===== src/rtl/mac_pkg.sv =====
// Shared types and constants for the MAC result serializer.
// Holds result width, FSM state encoding and B0 header layout.
package mac_pkg;

    localparam int RESULT_W = 17;

    // B0 header: mode flag in bit 7, result bit 16 in bit 0
    localparam int HDR_MODE_BIT = 7;
    localparam int HDR_MSB_BIT  = 0;

    typedef enum logic [1:0] {
        IDLE  = 2'd0,
        SEND0 = 2'd1,
        SEND1 = 2'd2,
        SEND2 = 2'd3
    } state_t;

    function automatic logic [7:0] header_byte(input logic m,
                                               input logic msb);
        logic [7:0] b;
        b               = 8'h00;
        b[HDR_MODE_BIT] = m;
        b[HDR_MSB_BIT]  = msb;
        return b;
    endfunction

endpackage


===== src/rtl/mac_result_fifo.sv =====
// Synchronous result FIFO with registered storage.
// Ports: clk, reset, push/pop strobes, data in/head out,
// full, empty and occupancy count.
module mac_result_fifo #(
    parameter int DEPTH = 4,
    parameter int WIDTH = 18,
    localparam int AW = $clog2(DEPTH)
) (
    input  logic             clk,
    input  logic             reset,
    input  logic             push,
    input  logic             pop,
    input  logic [WIDTH-1:0] din,
    output logic [WIDTH-1:0] dout,
    output logic             full,
    output logic             empty,
    output logic [AW:0]      count
);

    logic [WIDTH-1:0] mem [DEPTH];
    logic [AW-1:0]    wr_ptr;
    logic [AW-1:0]    rd_ptr;
    logic             do_push;
    logic             do_pop;

    assign full  = (count == (AW+1)'(DEPTH));
    assign empty = (count == '0);
    assign dout  = mem[rd_ptr];

    // A pop frees the head slot on the same edge, so a full FIFO
    // still accepts a push then.
    assign do_pop  = pop && !empty;
    assign do_push = push && (!full || do_pop);

    always_ff @(posedge clk) begin
        if (do_push) begin
            mem[wr_ptr] <= din;
        end
    end

    // Pointers wrap naturally since DEPTH is a power of two
    always_ff @(posedge clk or posedge reset) begin
        if (reset) begin
            wr_ptr <= '0;
            rd_ptr <= '0;
            count  <= '0;
        end else begin
            if (do_push) begin
                wr_ptr <= wr_ptr + 1'b1;
            end
            if (do_pop) begin
                rd_ptr <= rd_ptr + 1'b1;
            end
            case ({do_push, do_pop})
                2'b10:   count <= count + 1'b1;
                2'b01:   count <= count - 1'b1;
                default: count <= count;
            endcase
        end
    end

endmodule


===== src/rtl/mac_result_serializer.sv =====
// Buffers MAC results and sends each as 3 bytes over valid/ready.
// Ports: clk, reset, valid_output/final_output/mode in,
// byte_out/byte_valid/byte_ready out, overflow, fifo_count.
module mac_result_serializer
    import mac_pkg::*;
#(
    parameter int FIFO_DEPTH = 4,
    parameter int RESULT_W   = mac_pkg::RESULT_W,
    localparam int CW = $clog2(FIFO_DEPTH) + 1
) (
    input  logic                clk,
    input  logic                reset,
    input  logic                valid_output,
    input  logic [RESULT_W-1:0] final_output,
    input  logic                mode,
    input  logic                clear_overflow,
    output logic [7:0]          byte_out,
    output logic                byte_valid,
    input  logic                byte_ready,
    output logic                overflow,
    output logic [CW-1:0]       fifo_count
);

    localparam int EW = RESULT_W + 1;

    state_t        state;
    logic [EW-1:0] hold;
    logic [EW-1:0] head;
    logic          full;
    logic          empty;
    logic          pop;
    logic          drop;
    logic          xfer;

    assign xfer = byte_valid && byte_ready;

    // Refill from IDLE, or straight after the last byte of a result
    assign pop = !empty &&
                 ((state == IDLE) || (state == SEND2 && byte_ready));

    assign drop = valid_output && full && !pop;

    mac_result_fifo #(
        .DEPTH (FIFO_DEPTH),
        .WIDTH (EW)
    ) u_fifo (
        .clk   (clk),
        .reset (reset),
        .push  (valid_output),
        .pop   (pop),
        .din   ({mode, final_output}),
        .dout  (head),
        .full  (full),
        .empty (empty),
        .count (fifo_count)
    );

    always_ff @(posedge clk or posedge reset) begin
        if (reset) begin
            state      <= IDLE;
            hold       <= '0;
            byte_out   <= 8'h00;
            byte_valid <= 1'b0;
        end else begin
            unique case (state)
                IDLE: begin
                    if (!empty) begin
                        hold       <= head;
                        byte_out   <= header_byte(head[EW-1], head[16]);
                        byte_valid <= 1'b1;
                        state      <= SEND0;
                    end
                end
                SEND0: begin
                    if (xfer) begin
                        byte_out <= hold[15:8];
                        state    <= SEND1;
                    end
                end
                SEND1: begin
                    if (xfer) begin
                        byte_out <= hold[7:0];
                        state    <= SEND2;
                    end
                end
                SEND2: begin
                    if (xfer) begin
                        if (!empty) begin
                            hold     <= head;
                            byte_out <= header_byte(head[EW-1],
                                                    head[16]);
                            state    <= SEND0;
                        end else begin
                            byte_out   <= 8'h00;
                            byte_valid <= 1'b0;
                            state      <= IDLE;
                        end
                    end
                end
                default: begin
                    byte_out   <= 8'h00;
                    byte_valid <= 1'b0;
                    state      <= IDLE;
                end
            endcase
        end
    end

    // Sticky drop flag; a drop on the clearing edge wins
    always_ff @(posedge clk or posedge reset) begin
        if (reset) begin
            overflow <= 1'b0;
        end else if (drop) begin
            overflow <= 1'b1;
        end else if (clear_overflow) begin
            overflow <= 1'b0;
        end
    end

endmodule


===== config.mk =====
export PLATFORM = sky130hd
export DESIGN_NAME = mac_result_serializer
export DESIGN_NICKNAME = d
export VERILOG_FILES = /design/src/rtl/mac_pkg.sv /design/src/rtl/mac_result_fifo.sv /design/src/rtl/mac_result_serializer.sv
export SDC_FILE = /design/constraint.sdc
export NUM_CORES = 1
export LEC_CHECK = 0
export CAP_MARGIN = 10
export CORE_MARGIN = 5
export CORE_UTILIZATION = 35
export DETAILED_ROUTE_END_ITERATION = 8
export PLACE_DENSITY = 0.64
export SYNTH_ARGS = -nofsm -noshare
export SYNTH_HDL_FRONTEND = slang
export SYNTH_SLANG_ARGS = --single-unit

===== constraint.sdc =====
create_clock -name clk -period 2.1 [get_ports clk]
set_input_delay 0.42 -clock clk [delete_from_list [all_inputs] [get_ports clk]]
set_output_delay 0.42 -clock clk [all_outputs]
set_load 0.02 [all_outputs]

# Word level (Yosys, flattened, before mapping)
# Memories as Yosys holds them, arrays and structs flattened.
# Index checks and enable logic that the tools add are counted.
dict set report totals {
  out_inout_bits 13
  ramBits 72
  inputBits 23
  ff_bits 37
  word_cells 68
  n_memories 1
}
dict set report classes {
  muxes 24
  addsub 4
  n_eq_ne 11
  n_reduce_logical 20
}
# memory words word_bits rd rd_clocked_by_memory_dff write_ports line
set memory_table {}
lappend memory_table {u_fifo.mem 4 18 1 0 1 mac_result_fifo.sv:20} ;# logic [WIDTH-1:0] mem [DEPTH];
# cell count
set op_table {}
lappend op_table {{$mux W8} 5}
lappend op_table {{$mux W18} 2}
lappend op_table {{$pmux W18 S2} 1}
lappend op_table {{$pmux W8 S4} 1}
lappend op_table {{$ne A2 B2 Y1 const B} 5}
lappend op_table {{$mux W1} 8}
lappend op_table {{$mux W2} 4}
lappend op_table {{$pmux W2 S4} 1}
lappend op_table {{$reduce_and A4 Y1} 2}
lappend op_table {{$logic_and A1 B1 Y1} 7}
lappend op_table {{$eq A2 B2 Y1 const B} 3}
lappend op_table {{$pmux W3 S2} 1}
lappend op_table {{$reduce_bool A2 Y1} 3}
lappend op_table {{$add A2 B1 Y2 const B} 2}
lappend op_table {{$eq A2 B1 Y1 const B} 2}
lappend op_table {{$add A3 B1 Y3 const B} 1}
lappend op_table {{$eq A3 B3 Y1 const B} 1}
lappend op_table {{$logic_not A1 Y1} 3}
lappend op_table {{$logic_not A3 Y1} 1}
lappend op_table {{$sub A3 B1 Y3 const B} 1}
lappend op_table {{$logic_not A2 Y1} 1}
lappend op_table {{$logic_or A1 B1 Y1} 2}
lappend op_table {{$pmux W1 S2} 1}
lappend op_table {{$reduce_and A2 Y1} 1}

# Depth between registers and ports, before layout
dict set report depth {
  word_depth 9
  ltp_mapped 9
  mapped_depth_nobuf 9
}

# Cells and area by module
# From an unflattened synthesis, not the netlist that was laid out.
dict set report hier_totals {
  cells_unflattened 244
  hier_area_um2 4354.2
}
# mod area_each_um2 cells_per_inst instances seq_area_each_um2
set modules_own_cells {}
lappend modules_own_cells {mac_result_fifo 3029.2 133 1 2337.2}
lappend modules_own_cells {mac_result_serializer 1325.0 111 1 700.7}

# Least setup slack after synthesis
# OpenSTA, ideal clock, no wires.
dict set report synth_timing {
  path_type {reg2reg}
  startpoint {reg state[0]}
  endpoint {mem u_fifo.mem[0][0] (enable)}
  slack_ns -0.101
  path_stages_with_launch 6
  period_less_slack_ns 2.201
  required_ns 1.724
  n_path_buf 0
  arrival_time_ns 1.825
  setup_ns 0.376
  path_cell_list {dfrtp_1 > inv_1 > ha_1 > a21oi_1 > a31oi_1 > and2_1}
}
dict set report synth_between {
  elab_chain_len 9
  elab_cells_between_ends 10
  cone_classes {1 x eq/ne; 2 x mux; 7 x reduce/logical}
}
# element line
set synth_lines {}
lappend synth_lines {{start, declared} mac_result_serializer.sv:26} ;# state_t state;
lappend synth_lines {{start signal, assigned} mac_result_serializer.sv:60} ;# state <= IDLE;
lappend synth_lines {{start signal, assigned} mac_result_serializer.sv:71} ;# state <= SEND0;
lappend synth_lines {{start signal, assigned} mac_result_serializer.sv:77} ;# state <= SEND1;
lappend synth_lines {{$eq A2 B2 Y1} mac_result_serializer.sv:39} ;# ((state == IDLE) || (state == SEND2 && byte_ready));
lappend synth_lines {{$logic_and A1 B1 Y1} mac_result_serializer.sv:39}
lappend synth_lines {{$logic_or A1 B1 Y1 (*)} mac_result_serializer.sv:39}
lappend synth_lines {{$logic_and A1 B1 Y1 (*)} mac_result_serializer.sv:38} ;# assign pop = !empty &&
lappend synth_lines {{$logic_and A1 B1 Y1 (*)} mac_result_fifo.sv:32} ;# assign do_pop = pop && !empty;
lappend synth_lines {{$logic_or A1 B1 Y1 (*)} mac_result_fifo.sv:33} ;# assign do_push = push && (!full || do_pop);
lappend synth_lines {{$logic_and A1 B1 Y1 (*)} mac_result_fifo.sv:33}
lappend synth_lines {{$mux W1 (*)} mac_result_fifo.sv:36} ;# if (do_push) begin
lappend synth_lines {{$mux W1 (implied by the code) (*)} mac_result_fifo.sv:37} ;# mem[wr_ptr] <= din;
lappend synth_lines {{end, declared} mac_result_fifo.sv:20}
# Every way passes the cells marked *; elsewhere a longest branch is shown, timed or not.

# Worst setup path in the final report
dict set report layout_timing {
  startpoint {reg state[0]}
  endpoint {reg u_fifo.count[1]}
}
dict set report layout_between {
  elab_chain_len 9
  elab_cells_between_ends 12
  cone_classes {3 x eq/ne; 1 x mux; 8 x reduce/logical}
}
# element line
set layout_lines {}
lappend layout_lines {{$eq A2 B2 Y1} mac_result_serializer.sv:39}
lappend layout_lines {{$logic_and A1 B1 Y1} mac_result_serializer.sv:39}
lappend layout_lines {{$logic_or A1 B1 Y1 (*)} mac_result_serializer.sv:39}
lappend layout_lines {{$logic_and A1 B1 Y1 (*)} mac_result_serializer.sv:38}
lappend layout_lines {{$logic_and A1 B1 Y1 (*)} mac_result_fifo.sv:32}
lappend layout_lines {{$logic_or A1 B1 Y1} mac_result_fifo.sv:33}
lappend layout_lines {{$logic_and A1 B1 Y1} mac_result_fifo.sv:33}
lappend layout_lines {{$eq A2 B1 Y1 / $eq A2 B2 Y1 (equally long branches)} mac_result_fifo.sv:54} ;# case ({do_push, do_pop})
lappend layout_lines {{$pmux W3 S2 / $reduce_bool A2 Y1 (equally long branches)} --}
lappend layout_lines {{end signal, assigned} mac_result_fifo.sv:55} ;# 2'b10: count <= count + 1'b1;
lappend layout_lines {{end signal, assigned} mac_result_fifo.sv:56} ;# 2'b01: count <= count - 1'b1;
lappend layout_lines {{end signal, assigned} mac_result_fifo.sv:57} ;# default: count <= count;
lappend layout_lines {{end, declared} mac_result_fifo.sv:17} ;# output logic [AW:0] count
# Marks and branches as above.
# A chain may end at the register's enable or synchronous reset.

==> metrics.md <==
| Metric | Value |
|---|---|
| Status | `complete, no violations` |
| IO Count | `36` |
| Area delta synth->final | `21.4%` |
| Proportion of synthesized area in mux cells | `13.8%` |
| Register area share after synthesis | `70.1%` |
| GP Congestion | `0.754` |
| Number of buffers created by CTS | `9` |
| Global-route usage over all layers | `11.1%` |
| Vias/cell | `4.75` |
| Placement Cell Area | `4980 um^2` |
| # port buffers | `35` |
| Post-layout min period | `1.98 ns` |
| Main synth FF type | `edfxtp_1` |
| Final Hold Viols | `0` |
| P per Cell Area | `1490 nW/um^2` |
| Worst setup SP type | `flop` |
| H-Tree Depth | `3` |
| CP Max Fanout | `4` |
| Skew-Pair Late Insertion Delay | `0.34 ns` |
| Fraction of registers with async set/reset | `32.7%` |
| Synthesized area | `4340 um^2` |
| # DRC | `0` |
| Die Area | `14700 um^2` |
| Setup TNS | `0 ns` |
| Synth Area in XOR/XNOR | `1.01%` |
| Die Wd | `121 um` |
| Antenna Diode Count | `0` |
| Hold Crit Class | `input port to asynchronous set/reset pin` |
| Worst vdd ir | `0.652 mV` |
| Iteration-0 DRC Markers | `152` |
| Seq cells post-synth | `107` |
| Fmax | `504 MHz` |
| Share of post-route cells with drive strength above 1 | `24.6%` |
| Post-synth top area share | `49.9%` |
| 1st-pass router iterations | `4` |
| Synth warn | `0` |
| Largest family of logic cells by synthesized area | `multiplexers` |
| Synth area leaders | `edfxtp_1 50%, dfrtp_1 20%, mux4_2 9.4%` |
| Largest net degree at the start of global routing | `36` |
| # rows | `40` |
| Setup Buffers After CTS | `0` |
| CP Launch Point | `state[0]` |
| Fill count | `1094` |
| CP Capture Type | `flop` |
| Gate Count Post-Synth | `244` |
| Fin area | `5260 um^2` |
| Top cell type by total area after synthesis | `edfxtp_1` |
| GRT met1 Usage | `13.7%` |
| First-pass GRT wire length | `12.2 mm` |
| Final wirelength | `7.49 mm` |
| Reg-to-reg critical path endpoint | `u_fifo.count[1]` |
| Initial Utilization | `35.9%` |
| Longest Clk Path Bufs | `2` |
| Synth Net Count | `277` |
| Setup crit end | `u_fifo.count[1]` |
| Clock slew at reported path FFs | `0.07 ns` |
| CTS tree | `done` |
| Reg2Reg Setup Slack | `0.12 ns` |
| R2r worst-path depth | `8` |
| WL per Instance | `16.0 um` |
| Post-Synth Simple-Gate Area | `3.26%` |
| Max-cap violations | `0` |
| GRT overflow | `0` |
| Data arrival, critical path | `2.21 ns` |
| Slew Limit Fails | `0` |
| Final setup vio count | `0` |
| Post-DP HPWL | `4.96 mm` |
| Adder-Cell Fraction of Synth Area | `3.06%` |
| M3 GR Usage | `3.78%` |
| Initial antenna violation count | `0` |
| Synth cell types | `39` |
| Syn Area/Cell | `17.8 um^2` |
| Root buffer cell | `clkbuf_16` |
| Reg2reg start | `state[0]` |
| Vias in the first global route | `2346` |
| Layout Nets | `329` |
| Via Count | `2229` |
| Slew Limit Headroom | `66.4%` |
| Least-Margin Pin Slew | `0.505 ns` |
| Post-CTS sizing | `0` |
| Hold Buf Count CTS | `0` |
| Core Region | `12100 um^2` |
| Commonest non-fill, non-tap cell in the layout | `edfxtp_1` |
| Crit path required time | `2.32 ns` |
| CTS Sinks | `107` |
| Met2 Track Usage GR | `18.3%` |
| Type of the worst setup path | `flop to flop` |
| Post-synth EDFFs | `72` |
| Final clock skew | `0.0106 ns` |
| Post-route antenna net violation count | `0` |
| Most frequent cells in the layout | `72 x edfxtp_1, 35 x dfrtp_1, 35 x clkdlybuf4s50_1, 18 x mux4_2, 15 x buf_4` |
| Synth Area in Compound Gates | `5.95%` |
| GRT busiest layer | `met2` |
| Fin crit share | `94.4%` |
| Leak | `1.91 nW` |
| Die height | `121 um` |
cell families after synthesis:
| family | after synthesis |
|---|---|
| flip-flops | 107 |
| AO/OA/AOI/OAI | 36 |
| multiplexers | 35 |
| AND/OR/NAND/NOR | 27 |
| buffers and inverters | 24 |
| adder cells (fa/ha/maj) | 10 |
| XOR/XNOR | 5 |
worst min path at each step:
| stage | end | slack [ns] | cells after the start |
|---|---|---|---|
| 2_1_floorplan | hold[12] | 0.46 | 1 |
| 3_3_place_gp | byte_out[6] | 0.46 | 2 |
| 3_5_place_dp | byte_out[1] | 0.47 | 2 |
| 4_1_cts | byte_out[1] | 0.48 | 2 |
| 5_1_grt | byte_out[2] | 0.51 | 2 |
| 6_report | u_fifo.wr_ptr[0] | 0.48 | 3 |
final cells by class:
| type | count | area, um^2 | area share [%] |
|---|---|---|---|
| multi-input cells | 113 | 1190 | 22.7 |
| well taps | 168 | 210 | 4.00 |
| repair buffers | 52 | 503 | 9.56 |
| clock buffers | 10 | 229 | 4.35 |
| clock inverters | 6 | 37.5 | 0.713 |
| flip-flops and latches | 107 | 3040 | 57.7 |
| inverters | 13 | 48.8 | 0.927 |
metal layers:
layer | up-vias | part of all wire (%)
met5 | - | 0
met4 | 0 | 1.4
met3 | 5 | 5.7
met2 | 44 | 51
met1 | 1135 | 42
li1 | 1045 | -
stage by stage:
stage                     power [mW]  setup slack (ns)  hold WS, ns  std cells  utilization [%]
final                           7.84             0.117        0.476        469             43.6
after floorplan                 5.42            0.0657        0.459        244                -
after CTS                       7.93            0.0216        0.483        469             43.5
after detailed placement        6.39            -0.170        0.469        453             41.3
after global placement          6.33            -0.167        0.463        453             41.3
after global routing            8.40           -0.0135        0.515        469             43.6
power breakdown:
part	switching (mW)	internal [mW]	total, mW
Combinational	1.53	1.60	3.13
Sequential	0.281	2.92	3.20
Clock	0.716	0.804	1.52
Total	2.53	5.32	7.84
registers in the layout, summed over array words and instances (netlist names):
signal         cells
byte_valid         1
byte_out           8
overflow           1
u_fifo.wr_ptr      2
hold              16
u_fifo.count       3
u_fifo.mem        72
state              2
u_fifo.rd_ptr      2
Yosys cell counts (5+ instances only):
library cell  count
mux4_2           18
dfrtp_1          35
nand2_1           9
nor2_1            5
edfxtp_1         72
mux2_1            5
ha_1              9
o31ai_1           6
mux2_2           12
xnor2_1           5
a22oi_1           8
inv_1            13
worst max-delay path, stage by stage (launching register included):
cell and delay, ns:
dfrtp_1 0.41, inv_2 0.11, ha_4 0.16, a21oi_1 0.07, or3_4 0.35, fa_1 0.48
inv_1 0.05, a41oi_1 0.16, o21ai_1 0.08
Power figures use the tool's default switching activity.
